===== config.mk =====
export PLATFORM = sky130hd
export DESIGN_NAME = beta_mc_ctrl
export DESIGN_NICKNAME = d
export VERILOG_FILES = /design/src/rtl/beta_mc_ctrl.sv
export SDC_FILE = /design/constraint.sdc
export NUM_CORES = 1
export LEC_CHECK = 0
export ABC_AREA = 1
export BUFFER_PORTS_ARGS = -buffer_cell sky130_fd_sc_hd__buf_4
export CORE_ASPECT_RATIO = 0.6
export CORE_MARGIN = 4
export CORE_UTILIZATION = 42
export CTS_CLUSTER_DIAMETER = 80
export DETAILED_ROUTE_END_ITERATION = 7
export PLACE_DENSITY_LB_ADDON = 0.05
export SYNTH_ARGS = -nofsm -noshare
export SYNTH_HDL_FRONTEND = slang
export SYNTH_SLANG_ARGS = --single-unit

===== constraint.sdc =====
create_clock -name clk -period 1.7 [get_ports clk]
set_input_delay 0 -clock clk [delete_from_list [all_inputs] [get_ports clk]]
set_output_delay 0 -clock clk [all_outputs]
set_load 0.05 [all_outputs]

===== src/rtl/beta_mc_ctrl.sv =====
`default_nettype none
// beta_mc_ctrl: multi-cycle BETA control FSM (fetch, decode, execute, ILL/INT vectoring via XP).
// Revision: 1.0
module beta_mc_ctrl #(
  parameter int WAIT_MAX = 16
) (
  input  logic        clk,
  input  logic        rst_n,
  input  logic [31:0] instr_i,
  input  logic        mem_ack_i,
  input  logic        z_i,
  input  logic        irq_i,
  output logic        mem_req_o,
  output logic        mem_wr_o,
  output logic        imem_sel_o,
  output logic [4:0]  ra_o,
  output logic [4:0]  rb_o,
  output logic [4:0]  rc_o,
  output logic        ra2sel_o,
  output logic        wasel_o,
  output logic        werf_o,
  output logic        asel_o,
  output logic        bsel_o,
  output logic [3:0]  alufn_o,
  output logic [1:0]  wdsel_o,
  output logic [2:0]  pcsel_o,
  output logic        pc_en_o,
  output logic        irq_ack_o,
  output logic        illop_o,
  output logic        bus_err_o
);

  localparam logic [2:0] S_FETCH  = 3'd0;
  localparam logic [2:0] S_DECODE = 3'd1;
  localparam logic [2:0] S_EXEC   = 3'd2;
  localparam logic [2:0] S_ILL    = 3'd3;
  localparam logic [2:0] S_INT    = 3'd4;

  localparam int CW = (WAIT_MAX > 1) ? $clog2(WAIT_MAX + 1) : 1;
  localparam logic [CW-1:0] WAIT_LIM = CW'(WAIT_MAX);

  // Only IR[31:11] is ever consumed (opcode, RC, RA, RB); the literal lives in the datapath.
  logic [2:0]    state_q, state_d;
  logic [31:11]  ir_q, ir_d;
  logic [CW-1:0] wait_q, wait_d;
  logic          run_q;

  logic [5:0] opc_w;
  logic       is_alu_w, is_ld_w, is_st_w, is_ldr_w, is_jmp_w, is_beq_w, is_bne_w;
  logic       is_mem_w, legal_w;
  logic       req_w, ack_w, timeout_w;

  assign opc_w    = ir_q[31:26];
  assign is_alu_w = opc_w[5] && !(opc_w[3:0] inside {4'h7, 4'hB, 4'hF});
  assign is_ld_w  = (opc_w == 6'h18);
  assign is_st_w  = (opc_w == 6'h19);
  assign is_jmp_w = (opc_w == 6'h1B);
  assign is_beq_w = (opc_w == 6'h1C);
  assign is_bne_w = (opc_w == 6'h1D);
  assign is_ldr_w = (opc_w == 6'h1F);
  assign is_mem_w = is_ld_w || is_st_w || is_ldr_w;
  assign legal_w  = is_alu_w || is_mem_w || is_jmp_w || is_beq_w || is_bne_w;

  assign ra_o = ir_q[20:16];
  assign rb_o = ir_q[15:11];
  assign rc_o = ir_q[25:21];

  generate
    if (WAIT_MAX != 0) begin : g_timeout
      assign timeout_w = (wait_q == WAIT_LIM);
    end else begin : g_no_timeout
      assign timeout_w = 1'b0;
    end
  endgenerate

  // run_q keeps every output quiet until the first edge after reset release.
  assign req_w  = run_q && !timeout_w &&
                  ((state_q == S_FETCH) || ((state_q == S_EXEC) && is_mem_w));
  assign ack_w  = req_w && mem_ack_i;
  assign wait_d = (req_w && !mem_ack_i) ? wait_q + 1'b1 : '0;

  always_ff @(posedge clk or negedge rst_n) begin
    if (!rst_n) begin
      state_q <= S_FETCH;
      ir_q    <= '0;
      wait_q  <= '0;
      run_q   <= 1'b0;
    end else begin
      state_q <= state_d;
      ir_q    <= ir_d;
      wait_q  <= wait_d;
      run_q   <= 1'b1;
    end
  end

  always_comb begin
    state_d = state_q;
    ir_d    = ir_q;
    if (run_q) begin
      case (state_q)
        S_FETCH: begin
          if (timeout_w) begin
            state_d = S_ILL;
          end else if (ack_w) begin
            ir_d    = instr_i[31:11];
            state_d = S_DECODE;
          end
        end
        S_DECODE: state_d = legal_w ? S_EXEC : S_ILL;
        S_EXEC: begin
          if (!is_mem_w || ack_w) begin
            state_d = irq_i ? S_INT : S_FETCH;
          end else if (timeout_w) begin
            state_d = S_ILL;
          end
        end
        S_ILL:   state_d = irq_i ? S_INT : S_FETCH;
        S_INT:   state_d = S_FETCH;
        default: state_d = S_FETCH;
      endcase
    end
  end

  always_comb begin
    mem_req_o  = 1'b0;
    mem_wr_o   = 1'b0;
    imem_sel_o = 1'b0;
    ra2sel_o   = 1'b0;
    wasel_o    = 1'b0;
    werf_o     = 1'b0;
    asel_o     = 1'b0;
    bsel_o     = 1'b0;
    alufn_o    = 4'd0;
    wdsel_o    = 2'd0;
    pcsel_o    = 3'd0;
    pc_en_o    = 1'b0;
    irq_ack_o  = 1'b0;
    illop_o    = 1'b0;
    bus_err_o  = 1'b0;
    if (run_q) begin
      case (state_q)
        S_FETCH: begin
          if (timeout_w) begin
            bus_err_o = 1'b1;
          end else begin
            mem_req_o  = 1'b1;
            imem_sel_o = 1'b1;
          end
        end
        S_EXEC: begin
          if (is_alu_w) begin
            werf_o  = 1'b1;
            wdsel_o = 2'd1;
            bsel_o  = ir_q[30];
            alufn_o = ir_q[29:26];
            pc_en_o = 1'b1;
          end else if (is_jmp_w) begin
            werf_o  = 1'b1;
            pcsel_o = 3'd2;
            pc_en_o = 1'b1;
          end else if (is_beq_w || is_bne_w) begin
            werf_o  = 1'b1;
            pc_en_o = 1'b1;
            pcsel_o = (z_i ^ is_bne_w) ? 3'd1 : 3'd0;
          end else if (is_mem_w) begin
            if (timeout_w) begin
              bus_err_o = 1'b1;
            end else begin
              mem_req_o = 1'b1;
              bsel_o    = 1'b1;
              asel_o    = is_ldr_w;
              mem_wr_o  = is_st_w;
              ra2sel_o  = is_st_w;
              if (ack_w) begin
                pc_en_o = 1'b1;
                if (!is_st_w) begin
                  werf_o  = 1'b1;
                  wdsel_o = 2'd2;
                end
              end
            end
          end
        end
        S_ILL: begin
          wasel_o = 1'b1;
          werf_o  = 1'b1;
          pcsel_o = 3'd3;
          pc_en_o = 1'b1;
          illop_o = 1'b1;
        end
        S_INT: begin
          wasel_o   = 1'b1;
          werf_o    = 1'b1;
          pcsel_o   = 3'd4;
          pc_en_o   = 1'b1;
          irq_ack_o = 1'b1;
        end
        default: ;
      endcase
    end
  end

endmodule
`default_nettype wire


==> results_dict.tcl, run 1 <==
set metrics [dict create \
    outcome "finished, violations left" \
    violations "negative setup slack" \
    required_ns 1.70 \
    wire_per_inst_um 13.7 \
    cts-htree-levels 2 \
    synth_area_leaders "dfrtp_1, mux2_4, buf_4" \
    drtPass1Iterations 4 \
    clkTransAtPathRegs_ns 0.06 \
    end_kind "primary output" \
    start_kind "flop" \
    route.met3.wl_um 293 \
    gp_congestion 0.798 \
    rsz0062_at_grt "true" \
    synth.largest_area_cell "dfrtp_1" \
    reg2reg_slack_ns -0.20 \
    syn_area_per_cell_sq_um 9.23 \
    grt_pass1_wl_um 7600 \
    drt-met1-wl_um 2180 \
    route.detailed.drc 0 \
    rows 18 \
    area_delta_synth_final_pct 77.3 \
    grt_max_degree 31 \
    vias 1656 \
    min_period_ns 1.90 \
    ys_ff_latch 30 \
    cap_violations 0 \
    wl_um 4990 \
    die_area_sq_um 5380 \
    skew_ns 0.00575 \
    reg2reg_from "wait_q[1]" \
    worst-r2r-cell-count 11 \
    place_area_sq_um 2410 \
    holdWs_ns 0.0962 \
    postSynthNetCount 232 \
    hold_viol_final 0 \
    holdCritPathClass "primary input to flop" \
    grt_overflow 0 \
    crit_fanout 3 \
    final_nets 342 \
    fmax_ghz 0.526 \
    dp.cells 316 \
    top_layer "met4" \
    pre_cts_slack_ns -0.00440 \
    setup_violations 34 \
    holdPathEnd "state_q[2]" \
    layout_common_cells "buf_4, dfrtp_1, nand2_1" \
    design_area_sq_um 3160 \
    fin_tns_setup_ns -4.26 \
    cts_tree "done" \
    r2r-end "ir_q[12]" \
    final_cells 364 \
    p_leak_nw 1.50 \
    synth.distinct_cells 31 \
    initial_utilization 0.434 \
    antenna_found_initial 0 \
    netlist_area_sq_um 1780 \
    fin_crit_sh 1.12 \
    portBuffers 61 \
    yosysSeqAreaShare 0.422 \
    hpwl_um 2970 \
    root_buffer "clkbuf_8" \
    finalMaxSlewViolations 0 \
    io_pins 73 \
    drt_iter0_drc 31 \
    die_x_um 92.1 \
    cts_buffers 5 \
    hp-start "irq_i" \
    crit_type "flop to primary output" \
    coreArea_sq_um 4100 \
    clock_path_buffers 2 \
    drive_gt1_frac 0.569 \
    vdd_ir_drop_max_mv 1.16 \
    synth_top_area_frac 0.422 \
    cts_sinks 30 \
    clk_latency_ns 0.28 \
    syn_inst 193 \
    worstPathArrival_ns 1.90 \
    ant_nets 0 \
    grt_pass1_vias 1662 \
    post-route-worst-setup-slack_ns -0.200 \
    fp.dieH_um 58.4 \
    final_common_cell "buf_4" \
    via_per_inst 4.55 \
    wl_met2_um 2480 \
    cellPowerDensity_nw_per_um2 1580 \
    num_antenna_cells 0 \
    hold_path_depth 5 \
    grt_usage 0.181 \
    fillers 279 \
    ys.warnings.count 0 \
]
## per-layer routing
layer / vias to the layer above / GRT usage
li1: 817 / -
met4: 0 / 0.0444
met5: - / 0
met2: 37 / 0.301
met1: 796 / 0.234
met3: 6 / 0.0549
## metrics by stage
| stage | total power, W | utilization |
|---|---|---|
| 2_1_floorplan | 0.00327 | - |
| 3_3_place_gp | 0.00380 | 0.589 |
| 3_5_place_dp | 0.00380 | 0.589 |
| 4_1_cts | 0.00475 | 0.725 |
| 5_1_grt | 0.00525 | 0.770 |
| 6_report | 0.00499 | 0.770 |
## synthesized netlist by cell type (all sizes together)
cell / instances
nand2: 33
a31oi: 1
nand3b: 2
o21ai: 9
nand3: 12
nor2: 32
a21oi: 6
xnor2: 2
xor2: 2
inv: 22
dfrtp: 30
ha: 2
nand4: 1
buf: 18
nor3: 4
conb: 1
mux2: 16
## power by group
| part | internal (W) | leakage, nW | total (W) | switching, W |
|---|---|---|---|---|
| clock | 0.000326 | 0.0482 | 0.000587 | 0.000261 |
| combinational | 0.00135 | 1.08 | 0.00318 | 0.00183 |
| sequential | 0.00101 | 0.370 | 0.00122 | 0.000216 |
| total | 0.00268 | 1.50 | 0.00499 | 0.00231 |
## state kept, by name, indices dropped and copies added, names as in the netlist
signal	count
wait_q	5
run_q	1
state_q	3
ir_q	21
## final cells by class
class                      count  area (sq um)  area share
timing repair buffer         121          1160       0.369
clock inverter                 1          5.00     0.00159
inverter                      22          85.1      0.0270
clock buffer                   7          86.3      0.0273
sequential                    30           752       0.238
multi-input combinational    123           990       0.314
tap                           60          75.1      0.0238
## critical path, stage by stage (launching register included)
cell and delay (ns):
dfrtp_1 0.35, inv_1 0.05, ha_2 0.17, nand2_2 0.06
inv_2 0.04, a21oi_4 0.18, nand3_4 0.13, nand2_8 0.08
nand4_1 0.17, a21oi_2 0.20, buf_6 0.17
## logic make-up (layout without fill, tap and decap cells)
logic type,count (synthesis),count (layout),synth area share
other,1,1,0.00211
XOR/XNOR,4,4,0.0197
buffers and inverters,40,151,0.128
adder cells (fa/ha/maj),2,2,0.0141
AND/OR/NAND/NOR,84,84,0.238
flip-flops,30,30,0.422
AO/OA/AOI/OAI,16,16,0.0541
multiplexers,16,16,0.122
## timing repair
action / CTS / global route
hold buffers: 22 / 0
setup buffers: 10 / 8
hold endpoints to repair: 51 / 0
resized for setup: 33 / 40
pin swaps: 10 / 16
setup endpoints to repair: 21 / 43
cloned: 2 / 1
## how the worst max path moves through the flow
stage | start | to | slack (ns)
after floorplan | wait_q[0] | werf_o | -0.23
after detailed placement | wait_q[0] | ir_q[12] | -0.004
final | wait_q[1] | werf_o | -0.20
after global placement | wait_q[0] | ir_q[12] | 0.02
after global routing | wait_q[1] | werf_o | -0.31
after CTS | wait_q[0] | werf_o | -0.22
(Power assumes the default switching activity.)
==> run 2, diff against run 1 <==
- SETUP_SLACK_MARGIN: not set -> 0.05
==> run 2 against run 1 <==
Net effect: the run still ends with negative setup slack left; sequential power is essentially flat; clock power is essentially flat; utilization shrank 2.4 points; cell count shrank 0.27%; total power shrank 3.5%; largest cell class unchanged.
==> results_dict.tcl, run 2 (synthesis gave the netlist of run 1 again) <==
set metrics [dict create \
    wire_per_inst_um 12.9 \
    end_kind "primary output" \
    via_per_inst 4.46 \
    root_buffer "clkbuf_8" \
    grt_max_degree 31 \
    fmax_ghz 0.514 \
    largest_register_ffs 21 \
    clk_latency_ns 0.28 \
    initial_utilization 0.434 \
    worstPathArrival_ns 1.95 \
    cap_violations 0 \
    final_nets 341 \
    worst_path_max_delay_cell "dfrtp_1" \
    grt_pass1_wl_um 7650 \
    outcome "finished, violations left" \
    coreArea_sq_um 4100 \
    drtPass1Iterations 4 \
    hpwl_um 3100 \
    p_leak_nw 1.45 \
    required_ns 1.70 \
    largest-register "ir_q" \
    num_antenna_cells 0 \
    start_kind "flop" \
    route.detailed.drc 0 \
    cts_tree "done" \
    ant_nets 0 \
    vdd_ir_drop_max_mv 1.18 \
    gp_congestion 0.773 \
    cts_sinks 30 \
    io_pins 73 \
    grt_usage 0.179 \
    holdCritPathClass "primary input to flop" \
    crit_type "flop to primary output" \
    wl_um 4670 \
    setup_violations 25 \
    fin_crit_sh 1.14 \
    portBuffers 61 \
    hold_viol_final 0 \
    cts-htree-levels 2 \
    violations "negative setup slack" \
    rows 18 \
    largestRegisters "ir_q: 21 flops, wait_q: 5 flops, state_q: 3 flops" \
    fillers 302 \
    fp.dieH_um 58.4 \
    antenna_found_initial 0 \
    drt_iter0_drc 56 \
    skew_ns 0.00818 \
    crit_chain "inv_1 -> ha_2 -> nand2_2 -> inv_2 -> a21oi_4 -> nand3_4 -> nand2_8 -> nand4_1 -> buf_4 -> nor2_4 -> buf_6" \
    grt_pass1_vias 1667 \
    pre_cts_slack_ns -0.0196 \
    fin_tns_setup_ns -2.83 \
    min_period_ns 1.95 \
    crit_fanout 3 \
    vias 1620 \
    layout_common_cells "buf_4, dfrtp_1, nand2_1" \
    die_area_sq_um 5380 \
    post-route-worst-setup-slack_ns -0.245 \
    drive_gt1_frac 0.581 \
    cpPeakStageDelay_ns 0.35 \
    cts_buffers 5 \
    die_x_um 92.1 \
    clock_path_buffers 2 \
    area_delta_synth_final_pct 71.7 \
    rsz0062_at_grt "true" \
    cellPowerDensity_nw_per_um2 1570 \
    final_common_cell "buf_4" \
    clkTransAtPathRegs_ns 0.06 \
    finalMaxSlewViolations 0 \
    grt_overflow 0 \
]
-- run 2: metal layers --
layer / vias to the layer above / track usage / wire (um)
met2: 43 / 0.274 / 2100
li1: 817 / - / -
met5: - / 0 / 0
met3: 8 / 0.0626 / 271
met4: 0 / 0.0465 / 64
met1: 752 / 0.244 / 2240
-- run 2: path summary, 6_finish.rpt --
check	start	cells past startpoint	end	slack [ns]
hold reg to reg	ir_q[13]	1	ir_q[13]	0.51
setup reg to reg	wait_q[1]	10	ir_q[12]	-0.14
max in group asynchronous	rst_n	2	state_q[0]	1.22
setup / recovery	wait_q[1]	11	wdsel_o[1]	-0.25
hold / removal	irq_i	5	state_q[2]	0.10
min in group asynchronous	rst_n	2	ir_q[25]	0.19
-- run 2: cell type report --
class                      instances  area [sq um]  share of cell area
timing repair buffer             120          1090               0.357
clock buffer                       7          86.3              0.0282
inverter                          22          85.1              0.0278
tap                               60          75.1              0.0245
clock inverter                     1          5.00             0.00164
sequential                        30           753               0.246
multi-input combinational        123           961               0.314
-- run 2: critical path, delay by kind of cell (launching register included) --
kind | cells | cell delay [ns]
AND/OR/NAND/NOR | 5 | 0.52
AO/OA/AOI/OAI | 1 | 0.18
adder cells (fa/ha/maj) | 1 | 0.17
flip-flops | 1 | 0.35
buffers and inverters | 4 | 0.47
-- run 2: repair_timing --
item	in CTS	in global routing
buffers inserted	14	5
gates cloned	0	1
setup endpoints to repair	31	42
pin swaps	7	6
hold endpoints to repair	51	0
gates resized for setup	31	24
hold buffers	22	0
-- run 2: through the flow --
step                utilization  instances  hold slack [ns]  power, W  cell area (sq um)
global placement          0.591        314          -0.0500   0.00380               2420
finish                    0.746        363            0.100   0.00482               3060
global route              0.746        363            0.126   0.00508               3060
CTS                       0.716        358           0.0997   0.00468               2940
floorplan                     -        193           -0.296   0.00328               1870
detailed placement        0.591        314          -0.0526   0.00382               2420
-- run 2: power breakdown --
part	switching (W)	internal (W)
sequential	0.000218	0.00101
combinational	0.00178	0.00123
clock	0.000259	0.000326
==> run 3, diff against run 2 <==
- PLACE_DENSITY: not set -> 0.73
- PLACE_DENSITY_LB_ADDON: 0.05 -> not set
==> run 3 against run 2 <==
Net effect: the run still ends with negative setup slack left; maximum frequency rose by 2.8%; clock skew is 0.0043 ns lower; critical path type unchanged; critical path depth decreased by 1; first-iteration DRC count grew 5.4%; sequential share of layout area rose by 0.14 points; die area did not move.
==> results_dict.tcl, run 3 (synthesis gave the netlist of run 1 again) <==
set metrics [dict create \
    die_area_sq_um 5380 \
    worst-r2r-cell-count 10 \
    slew_headroom 0.654 \
    clock_path_buffers 2 \
    vdd_ir_drop_max_mv 1.11 \
    cts_buffers 5 \
    final_common_cell "buf_4" \
    clkTransAtPathRegs_ns 0.06 \
    cap_violations 0 \
    largestRegisters "ir_q: 21 flops, wait_q: 5 flops, state_q: 3 flops" \
    grt_usage 0.178 \
    hold_viol_final 0 \
    reg2reg_slack_ns -0.11 \
    cts_tree "done" \
    final_nets 337 \
    holdCritPathClass "primary input to flop" \
    p_leak_nw 1.44 \
    violations "negative setup slack" \
    num_antenna_cells 0 \
    pre_cts_slack_ns -0.00155 \
    holdPathEnd "state_q[2]" \
    finalMaxSlewViolations 0 \
    clk_latency_ns 0.27 \
    antenna_found_initial 0 \
    wl_um 4950 \
    cts_sinks 30 \
    grt_overflow 0 \
    fp.dieH_um 58.4 \
    largest_register_ffs 21 \
    cellPowerDensity_nw_per_um2 1580 \
    grt_pass1_wl_um 7510 \
    root_buffer "clkbuf_8" \
    fin_crit_sh 1.11 \
    grt_max_degree 31 \
    ant_nets 0 \
    route.detailed.drc 0 \
    skew_ns 0.00385 \
    hold_path_depth 5 \
    crit_type "flop to primary output" \
    drt_iter0_drc 59 \
    start_kind "flop" \
    tightest_slew_ns 0.517 \
    final_cells 359 \
    holdWs_ns 0.111 \
    required_ns 1.70 \
    via_per_inst 4.63 \
    portBuffers 61 \
    coreArea_sq_um 4100 \
    outcome "finished, violations left" \
    gp_congestion 0.786 \
    crit_fanout 2 \
    fmax_ghz 0.529 \
    place_area_sq_um 2400 \
    drive_gt1_frac 0.585 \
    design_area_sq_um 3040 \
    rsz0062_at_grt "true" \
    hpwl_um 3040 \
    layout_common_cells "buf_4, dfrtp_1, dlygate4sd3_1" \
    largest-register "ir_q" \
    end_kind "primary output" \
    r2r-end "ir_q[12]" \
    drtPass1Iterations 4 \
    vias 1661 \
    cts-htree-levels 2 \
    post-route-worst-setup-slack_ns -0.192 \
    reg2reg_from "wait_q[0]" \
    wire_per_inst_um 13.8 \
    die_x_um 92.1 \
    hp-start "irq_i" \
    initial_utilization 0.434 \
    io_pins 73 \
    min_period_ns 1.89 \
    setup_violations 32 \
    grt_pass1_vias 1669 \
    dp.cells 314 \
    rows 18 \
    area_delta_synth_final_pct 70.5 \
    worstPathArrival_ns 1.89 \
]
## run 3: cell types whose count changed in the layout (fill, tap and decap cells not counted), moves of 3 or more
cell	before	now
buf_4	74	69
nand2_1	24	20
nand2_4	2	5
nor2_2	6	9
## run 3: metal layers
metal,part of all wire,up-vias,track usage
li1,-,813,-
met1,0.44,809,0.220
met2,0.50,37,0.298
met3,0.049,2,0.0587
met4,0.0051,0,0.0613
met5,0,-,0
## run 3: how the worst max path moves through the flow
stage / startpoint / endpoint / slack (ns)
after CTS: wait_q[0] / werf_o / -0.16
after floorplan: state_q[2] / bsel_o / -0.26
final: wait_q[0] / werf_o / -0.19
after global placement: wait_q[0] / ir_q[25] / 0.04
after detailed placement: wait_q[0] / ir_q[14] / -0.002
after global routing: wait_q[1] / werf_o / -0.29
## run 3: cell type report
class                      count  area (sq um)
sequential                    30           752
fill                         296          1060
clock buffer                   7          86.3
inverter                      22          85.1
multi-input combinational    123           990
tap                           60          75.1
clock inverter                 1          5.00
timing repair buffer         116          1040
## run 3: critical path: stages, from the launching register on
cell     delay (ns)
dfrtp_1        0.34
inv_1          0.05
ha_2           0.17
nand2_2        0.07
inv_2          0.05
a21oi_4        0.18
nand3_4        0.13
nand2_8        0.08
nand4_1        0.18
a21oi_2        0.21
buf_6          0.17
## run 3: power by group
group | switching, W | total (W) | internal [W]
registers | 0.000218 | 0.00123 | 0.00101
logic | 0.00183 | 0.00300 | 0.00117
clock network | 0.000256 | 0.000582 | 0.000326
total | 0.00230 | 0.00481 | 0.00250
## run 3: repair_timing
item	in CTS	in global routing
gates resized for setup	30	34
setup buffers	12	5
endpoints found under the hold margin	51	0
pin swaps	9	10
hold buffers	22	0
endpoints found under the setup margin	29	45
## run 3: stage by stage
step                 util  power (W)  setup TNS [ns]
floorplan               -    0.00328           -1.01
global placement    0.585    0.00376               0
detailed placement  0.585    0.00378        -0.00155
CTS                 0.707    0.00462           -1.91
global route        0.741    0.00504           -5.96
finish              0.741    0.00481           -2.78
